`src/rtl/cordic_pkg.sv`:
```
// cordic_pkg
// Shared definitions for the CORDIC phase sequencer:
//   - default angle / coordinate widths matching the parallel CORDIC rotator
//   - named binary-angle constants (2^32 = 360 degrees, two's complement)
//   - sequencer FSM state type
package cordic_pkg;

    localparam int unsigned PHASE_W = 32;
    localparam int unsigned XY_W    = 16;

    localparam logic [31:0] ANG_0   = 32'h0000_0000;
    localparam logic [31:0] ANG_30  = 32'h1555_5555;
    localparam logic [31:0] ANG_45  = 32'h2000_0000;
    localparam logic [31:0] ANG_90  = 32'h4000_0000;
    localparam logic [31:0] ANG_N90 = 32'hC000_0000;
    localparam logic [31:0] ANG_120 = 32'h5555_5555;

    typedef enum logic [1:0] {
        IDLE  = 2'd0,
        RUN   = 2'd1,
        DRAIN = 2'd2,
        DONE  = 2'd3
    } state_e;

endpackage

```
`src/rtl/cordic_valid_pipe.sv`:
```
// cordic_valid_pipe
// DEPTH-stage shift register carrying only the request-valid bits alongside
// the CORDIC pipeline. A synchronous flush clears every stage, including the
// bit being shifted in on that edge.
// Ports:
//   clock_i  - system clock, rising edge
//   rst_ni   - asynchronous active-low reset
//   flush_i  - synchronous clear of all stages
//   valid_i  - valid bit entering stage 0
//   valid_o  - valid bit leaving the last stage (delayed DEPTH cycles)
//   empty_o  - no valid bit anywhere in the line
module cordic_valid_pipe #(
    parameter int unsigned DEPTH = 16
) (
    input  logic clock_i,
    input  logic rst_ni,
    input  logic flush_i,
    input  logic valid_i,
    output logic valid_o,
    output logic empty_o
);

    logic [DEPTH-1:0] sr_q;
    logic [DEPTH-1:0] sr_d;

    // Shift form works for DEPTH == 1 as well, where the old bit simply drops out.
    always_comb begin
        sr_d = '0;
        if (!flush_i) begin
            sr_d = (sr_q << 1) | DEPTH'(valid_i);
        end
    end

    always_ff @(posedge clock_i or negedge rst_ni) begin
        if (!rst_ni) begin
            sr_q <= '0;
        end else begin
            sr_q <= sr_d;
        end
    end

    assign valid_o = sr_q[DEPTH-1];
    assign empty_o = ~|sr_q;

endmodule

```
`src/rtl/cordic_phase_sequencer.sv`:
```
// cordic_phase_sequencer
// Upstream driver for the parallel CORDIC rotator. Generates an NCO-style
// phase sequence, issues one rotation request per cycle, tracks the CORDIC
// latency with a valid delay line and returns the results as qualified
// samples, pulsing done once the burst has fully drained.
// Ports:
//   clock, reset_n            - clock (rising edge), async active-low reset
//   start, abort              - burst start pulse / immediate termination
//   amplitude                 - x start value (gain pre-compensated by caller)
//   phase_start, phase_step   - first angle and per-sample increment
//   num_samples               - samples per burst (0 legal)
//   xstart, ystart, zangle    - rotation request to the CORDIC
//   in_valid                  - request valid this cycle
//   cordic_xout, cordic_yout  - CORDIC results
//   sample_x, sample_y        - registered results
//   sample_valid              - result valid
//   busy                      - burst in progress (RUN or DRAIN)
//   done                      - one-cycle completion pulse
module cordic_phase_sequencer #(
    parameter int unsigned PHASE_W    = 32,
    parameter int unsigned XY_W       = 16,
    parameter int unsigned CNT_W      = 16,
    parameter int unsigned CORDIC_LAT = 16
) (
    input  logic               clock,
    input  logic               reset_n,
    input  logic               start,
    input  logic               abort,
    input  logic [XY_W-1:0]    amplitude,
    input  logic [PHASE_W-1:0] phase_start,
    input  logic [PHASE_W-1:0] phase_step,
    input  logic [CNT_W-1:0]   num_samples,
    output logic [XY_W-1:0]    xstart,
    output logic [XY_W-1:0]    ystart,
    output logic [PHASE_W-1:0] zangle,
    output logic               in_valid,
    input  logic [XY_W-1:0]    cordic_xout,
    input  logic [XY_W-1:0]    cordic_yout,
    output logic [XY_W-1:0]    sample_x,
    output logic [XY_W-1:0]    sample_y,
    output logic               sample_valid,
    output logic               busy,
    output logic               done
);

    import cordic_pkg::*;

    state_e             state_q;
    logic [XY_W-1:0]    amp_q;
    logic [PHASE_W-1:0] step_q;
    logic [PHASE_W-1:0] acc_q;
    logic [PHASE_W-1:0] zangle_q;
    logic [CNT_W-1:0]   remaining_q;
    logic               in_valid_q;
    logic [XY_W-1:0]    sample_x_q;
    logic [XY_W-1:0]    sample_y_q;
    logic               sample_valid_q;

    logic               flush;
    logic               pipe_valid;
    logic               pipe_empty;

    assign flush = abort && (state_q != IDLE);

    cordic_valid_pipe #(
        .DEPTH (CORDIC_LAT)
    ) u_valid_pipe (
        .clock_i (clock),
        .rst_ni  (reset_n),
        .flush_i (flush),
        .valid_i (in_valid_q),
        .valid_o (pipe_valid),
        .empty_o (pipe_empty)
    );

    // The first request is loaded on the start edge itself, so the
    // accumulator already holds the second angle when RUN begins and
    // remaining counts the requests still to issue after the current one.
    always_ff @(posedge clock or negedge reset_n) begin
        if (!reset_n) begin
            state_q        <= IDLE;
            amp_q          <= '0;
            step_q         <= '0;
            acc_q          <= '0;
            zangle_q       <= '0;
            remaining_q    <= '0;
            in_valid_q     <= 1'b0;
            sample_x_q     <= '0;
            sample_y_q     <= '0;
            sample_valid_q <= 1'b0;
        end else begin
            sample_valid_q <= pipe_valid;
            if (pipe_valid) begin
                sample_x_q <= cordic_xout;
                sample_y_q <= cordic_yout;
            end

            case (state_q)
                IDLE: begin
                    if (start) begin
                        if (num_samples == '0) begin
                            state_q <= DONE;
                        end else begin
                            state_q     <= RUN;
                            amp_q       <= amplitude;
                            step_q      <= phase_step;
                            zangle_q    <= phase_start;
                            acc_q       <= phase_start + phase_step;
                            remaining_q <= num_samples - CNT_W'(1);
                            in_valid_q  <= 1'b1;
                        end
                    end
                end
                RUN: begin
                    if (remaining_q == '0) begin
                        in_valid_q <= 1'b0;
                        state_q    <= DRAIN;
                    end else begin
                        zangle_q    <= acc_q;
                        acc_q       <= acc_q + step_q;
                        remaining_q <= remaining_q - CNT_W'(1);
                    end
                end
                DRAIN: begin
                    if (pipe_empty) begin
                        state_q <= DONE;
                    end
                end
                DONE: begin
                    state_q <= IDLE;
                end
                default: begin
                    state_q <= IDLE;
                end
            endcase

            // Abort wins over everything above, including a pending done.
            if (flush) begin
                state_q        <= IDLE;
                in_valid_q     <= 1'b0;
                sample_valid_q <= 1'b0;
            end
        end
    end

    assign xstart       = amp_q;
    assign ystart       = '0;
    assign zangle       = zangle_q;
    assign in_valid     = in_valid_q;
    assign sample_x     = sample_x_q;
    assign sample_y     = sample_y_q;
    assign sample_valid = sample_valid_q;
    assign busy         = (state_q == RUN) || (state_q == DRAIN);
    assign done         = (state_q == DONE);

endmodule

```
`config.mk`:
```
export PLATFORM = sky130hd
export DESIGN_NAME = cordic_phase_sequencer
export DESIGN_NICKNAME = d
export VERILOG_FILES = /design/src/rtl/cordic_pkg.sv /design/src/rtl/cordic_valid_pipe.sv /design/src/rtl/cordic_phase_sequencer.sv
export SDC_FILE = /design/constraint.sdc
export NUM_CORES = 1
export LEC_CHECK = 0
export BUFFER_PORTS_ARGS = -buffer_cell sky130_fd_sc_hd__buf_4
export CAP_MARGIN = 25
export CORE_MARGIN = 2
export CORE_UTILIZATION = 35
export DETAILED_ROUTE_END_ITERATION = 16
export SYNTH_ARGS = -nofsm -noshare
export SYNTH_HDL_FRONTEND = slang
export SYNTH_SLANG_ARGS = --single-unit
```
`constraint.sdc`:
```
create_clock -name clock -period 3.6 [get_ports clock]
set_clock_uncertainty 0.15 [all_clocks]
set_input_delay 0.18 -clock clock [delete_from_list [all_inputs] [get_ports clock]]
set_output_delay 0.18 -clock clock [all_outputs]
set_load 0.05 [all_outputs]
```
After elaboration in Yosys (flattened, before gate mapping)
Index checks and enable logic that the tools add are counted.
Word-level totals
  bits in registers: 180
  input bits: 132
  output and inout bits: 100
  logic and storage cells: 65
Cells by class
  add/sub/neg operators: 4
  equal/unequal tests: 10
  multiplexer cells: 25
  bitwise logic cells: 2
  reductions and logical operators: 13
Operator list (number)
  32-bit 2-to-1 mux: 6
  32-bit one-hot mux with 2 select lines: 2
  32-bit adder: 2
  16-bit 2-to-1 mux: 4
  16-bit logical NOT: 2
  16-bit one-hot mux with 2 select lines: 1
  16-bit by 1-bit subtractor with 16-bit output, second input constant: 2
  16-bit by 1-bit bitwise OR with 16-bit output: 1
  16-bit OR reduction: 1
  3-bit by 2-bit != test with 1-bit output, second input constant: 4
  2-bit 2-to-1 mux: 5
  2-bit one-hot mux with 4 select lines: 1
  4-bit AND reduction: 2
  2-bit != test, second input constant: 3
  3-bit AND reduction: 2
  1-bit 2-to-1 mux: 5
  2-bit == test, second input constant: 2
  2-bit nonzero test: 2
  3-bit nonzero test: 1
  2-bit by 1-bit == test with 1-bit output, second input constant: 1
  2-bit logical NOT: 1
  1-bit one-hot mux with 2 select lines: 1
  1-bit logical AND: 1
  1-bit logical OR: 1
  1-bit NOT: 1

Longest topological paths before layout
  word-level depth: 5
  gate-level depth with buffers: 16
  depth with buffers taken out: 11

Cells and area by module
A second synthesis with hierarchy kept.
Unflattened totals
  cell total of the unflattened synthesis: 1194
  area, all modules: 11340.9 µm²
Modules (own cells, without submodules)
  cordic_phase_sequencer: times used 1, cells an instance 1156, area each 10799.1 µm², seq. area each 4103.9 µm²
  cordic_valid_pipe: times used 1, cells an instance 38, area each 541.8 µm², seq. area each 400.4 µm²

Worst setup path after synthesis
OpenSTA, ideal clock, no wires.
  path kind: flip-flop to flip-flop
  start: register state_q[1]
  end: register remaining_q[12]
  library setup time: 0.077 ns
  data arrival time: 3.447 ns
  data required time: 3.373 ns
  setup slack: -0.075 ns
  stages on the path, launching flop included: 17
  path buffers: 5
  clock period less this slack: 3.675 ns
  path through: dfrtp_1 -> inv_1 -> ha_1 -> buf_2 -> buf_4 -> clkbuf_1 -> clkbuf_1 -> buf_1 -> mux2i_1 -> ha_1 -> o21a_1 -> nand2_1 -> or2_2 -> nor3_2 -> xor2_1 -> o22ai_1 -> a21oi_1
Between the ends
  longest elaborated chain between the ends: 3
  elaborated cells between the ends (all ways): 8
  classes of those cells: eq/ne (4); mux (1); reduce/logical (3)
Ends and longest elaborated chain
  start: declaration: line cordic_phase_sequencer.sv:48  | state_e state_q;
  start signal: assignment: line cordic_phase_sequencer.sv:81  | state_q <= IDLE;
  start signal: assignment: line cordic_phase_sequencer.sv:102  | state_q <= DONE;
  start signal: assignment: line cordic_phase_sequencer.sv:104  | state_q <= RUN;
  2-bit by 1-bit == test with 1-bit output / 2-bit logical NOT (equally long branches): line cordic_phase_sequencer.sv:98  | case (state_q)
  2-bit != test (no source line) / 2-bit nonzero test (equally long branches)
  4-bit AND reduction (no source line)
  end signal: assignment: line cordic_phase_sequencer.sv:109  | remaining_q <= num_samples - CNT_W'(1);
  end signal: assignment: line cordic_phase_sequencer.sv:121  | remaining_q <= remaining_q - CNT_W'(1);
  end: declaration: line cordic_phase_sequencer.sv:53  | logic [CNT_W-1:0] remaining_q;
Parallel ways exist; a longest one is shown, timed or not.
A chain may end at the register's enable or synchronous reset.

Worst setup path after layout
  start: input port phase_start[0]
  end: register acc_q[28]
Between the ends
  longest elaborated chain between the ends: 4
Ends and longest elaborated chain
  start: declaration: line cordic_phase_sequencer.sv:30  | input logic [PHASE_W-1:0] phase_start,
  32-bit adder: line cordic_phase_sequencer.sv:108  | acc_q <= phase_start + phase_step;
  32-bit 2-to-1 mux: line cordic_phase_sequencer.sv:101  | if (num_samples == '0) begin
  32-bit 2-to-1 mux: line cordic_phase_sequencer.sv:100  | if (start) begin
  32-bit one-hot mux with 2 select lines: line cordic_phase_sequencer.sv:98
  end signal: assignment: line cordic_phase_sequencer.sv:108
  end signal: assignment: line cordic_phase_sequencer.sv:120  | acc_q <= acc_q + step_q;
  end: declaration: line cordic_phase_sequencer.sv:51  | logic [PHASE_W-1:0] acc_q;
No other way between the ends. The select of a mux whose other input is x is not followed.

==> results.cfg <==
[sta]
max_slew_margin = 0.372
finalCritPeriodShare = 0.940
rsz0062_at_grt = no
tns_ns = 0
final-hold-violation-count = 0
setup_violations = 0
fmax_ghz = 0.296
tightest_slew_ns = 0.938
slew_violations = 0
fin_crit_ns = 3.38

[worst_setup_path]
crit_path_start_kind = input port
worstPathArrival_ns = 3.58
crit_start = phase_start[0]
crit_path_end_kind = flop
cp_max_fo = 5
worstSetupPathType = in2reg
r2r-start = step_q[0]
cp.required_ns = 3.80

[die]
start_util = 0.355
core_mm2 = 0.0315
die_h_um = 183
pin_count = 232
dieArea_mm2 = 0.0334
rows = 65
die_w_um = 183

[clocking]
clk_latency_ns = 0.46
clk_root_buffer_cell = clkbuf_16
htreeDepth = 4
cts_inserted_buffers = 17
tritoncts = built
path_clk_slew_ns = 0.08
numClockSinks = 180
clockBufferDepth = 2

[yosys]
ys.flop_type = dfrtp_1
syn_area_mm2 = 0.0112
synth_cells = 1144
synth.top_cell.area_share = 0.403
yosysTopAreaCell = dfrtp_1
ys_ff_latch = 180
synth_area_leaders = dfrtp_1, mux2_2, ha_1
yosys_warnings = 0
post_synth_num_cell_types = 77
ys_seq_area_frac = 0.403
async_reset_ff_frac = 1.00
synth_edf_count = 0
syn_avg_cell_area_um2 = 9.77

[place]
io_buffers = 215
dp_cells = 1735
gp_congestion = 0.863
dp_hpwl_um = 23400

[routing]
ant_nets = 0
num_vias = 9891
first_iter_violations = 493
wl_per_cell_um = 17.0
drtPass1Iterations = 5
wirelength_um = 32300
drc = 0
routed_via_density = 5.21

[grt]
grt.total_usage = 0.196
gr-total-overflow = 0
grt_pass1_vias = 9826
grt_max_degree = 89
antenna_found_initial = 0
grt_pass1_wl_um = 51900

[cells_and_area]
area_growth_pct = 35.8
instances_no_fill = 1897
antenna_cells = 0
drive_above_1_share = 0.252
fill_cells = 2919
utilization = 0.482
nets = 1683

[power_and_ir_drop]
leakage_nw = 6.97
powerDensity_mw_per_mm2 = 916
vdd_ir_drop_max_mv = 0.444

[run_status]
run_status = complete, no violations

[worst_hold_path]
min_from = start
hp-class = in2reg

[job]
cap_violations = 0
## synth_stat cells (8+ instances only)
master / n
or3_1: 8
o22ai_1: 11
xor2_1: 28
xnor2_1: 37
buf_4: 17
o21a_1: 13
nor3_1: 18
and2_1: 19
buf_1: 10
a21o_1: 21
o211ai_1: 12
a211oi_1: 10
dfrtp_1: 180
mux2_2: 81
nand2_1: 115
mux2i_1: 41
clkbuf_1: 37
a21oi_1: 90
nand3_1: 18
nor2_1: 56
inv_1: 14
o21ai_0: 105
ha_1: 67
nor2b_1: 8
nor4_1: 13
nand4_1: 11
## path summary, 6_finish.rpt
kind                                   endpoint  slack (ns)  depth (start not counted)
setup reg to reg                      acc_q[28]        0.30                         11
setup / recovery                      acc_q[28]        0.22                         15
hold / removal                         in_valid        0.05                          4
min in group asynchronous            xstart[15]        0.19                          2
max in group asynchronous        remaining_q[5]        2.21                          3
hold reg to reg            u_valid_pipe.sr_q[9]        0.33                          1
## through the flow
step                      hold slack [ns]  total power [W]  worst slack, ns  area, µm²
after floorplan                    -0.266          0.00955           0.0270      11200
after global placement              0.159           0.0117            0.251      13300
after detailed placement            0.166           0.0119            0.231      13300
after CTS                          0.0327           0.0140            0.159      15200
after global routing               0.0781           0.0149           0.0124      15200
final                              0.0486           0.0139            0.217      15200
## critical path, stage by stage
cell and delay, ns:
dlygate4sd3_1 0.54, buf_4 0.14, ha_1 0.23, fa_1 0.44, a211oi_2 0.28, o211ai_1 0.22
a22oi_2 0.23, buf_4 0.18, o2111ai_1 0.15, a221oi_2 0.24, buf_4 0.17, o21ai_2 0.07
a21boi_1 0.20, xnor2_1 0.08, o221a_2 0.22
## cell usage in the layout (no fill, tap or decap), types with 8 or more instances in the layout
| cell type | instances |
|---|---|
| dfrtp_1 | 180 |
| mux2i_1 | 41 |
| inv_1 | 14 |
| o21a_1 | 13 |
| o21ai_0 | 105 |
| xor2_1 | 28 |
| o211ai_1 | 12 |
| clkbuf_16 | 17 |
| buf_4 | 237 |
| ha_1 | 66 |
| nand2_1 | 115 |
| nor2b_1 | 8 |
| dlygate4sd3_1 | 129 |
| o22ai_1 | 11 |
| conb_1 | 16 |
| nand3_1 | 17 |
| nor2_1 | 56 |
| xnor2_1 | 37 |
| nor3_1 | 18 |
| or3_1 | 8 |
| nor4_1 | 13 |
| a21oi_1 | 90 |
| nand4_1 | 11 |
| a21o_1 | 21 |
| mux2_2 | 81 |
| and2_1 | 19 |
| a211oi_1 | 9 |
## metal layers
metal | track usage | up-vias | part of all wire | routed length [µm]
li1 | - | 4833 | - | -
met1 | 0.265 | 4764 | 0.47 | 15300
met2 | 0.323 | 269 | 0.46 | 15000
met3 | 0.0397 | 23 | 0.052 | 1670
met4 | 0.0442 | 2 | 0.012 | 380
met5 | 0 | - | 0.00019 | 6
## state kept, by name, summed over array words and instances, names as in the netlist
register and cells:
xstart 16, state_q 2, step_q 32, acc_q 32, sample_valid 1, in_valid 1
sample_x 16, zangle 32, u_valid_pipe.sr_q 16, remaining_q 16, sample_y 16
## cell families after synthesis
logic type,synth area share
adders and majority gates,0.0786
DFF,0.403
other,0.000335
AOI/OAI and AO/OA,0.194
and+or+nand+nor,0.121
xor gates and xnor gates,0.0509
buffers and inverters,0.0337
muxes,0.118
## area by class of cell
type	count	area [µm²]	share of cell area
Timing Repair Buffer	370	3140	0.207
Clock buffer	19	433	0.0285
Inverter	15	56.3	0.00371
Tap cell	402	503	0.0331
Sequential cell	180	4500	0.297
Clock inverter	13	153	0.0101
Multi-Input combinational cell	898	6390	0.421
## repair_timing
action                     in CTS  in global routing
hold buffers                  129                  0
gates resized for setup         0                  1
setup endpoints to repair       0                  3
hold endpoints to repair      214                  0
buffers inserted                0                  1
## where the power goes
group          internal, W  switching, W
Sequential         0.00290      0.000636
Clock             0.000992      0.000945
Combinational      0.00331       0.00512
Power figures use the tool's default switching activity.
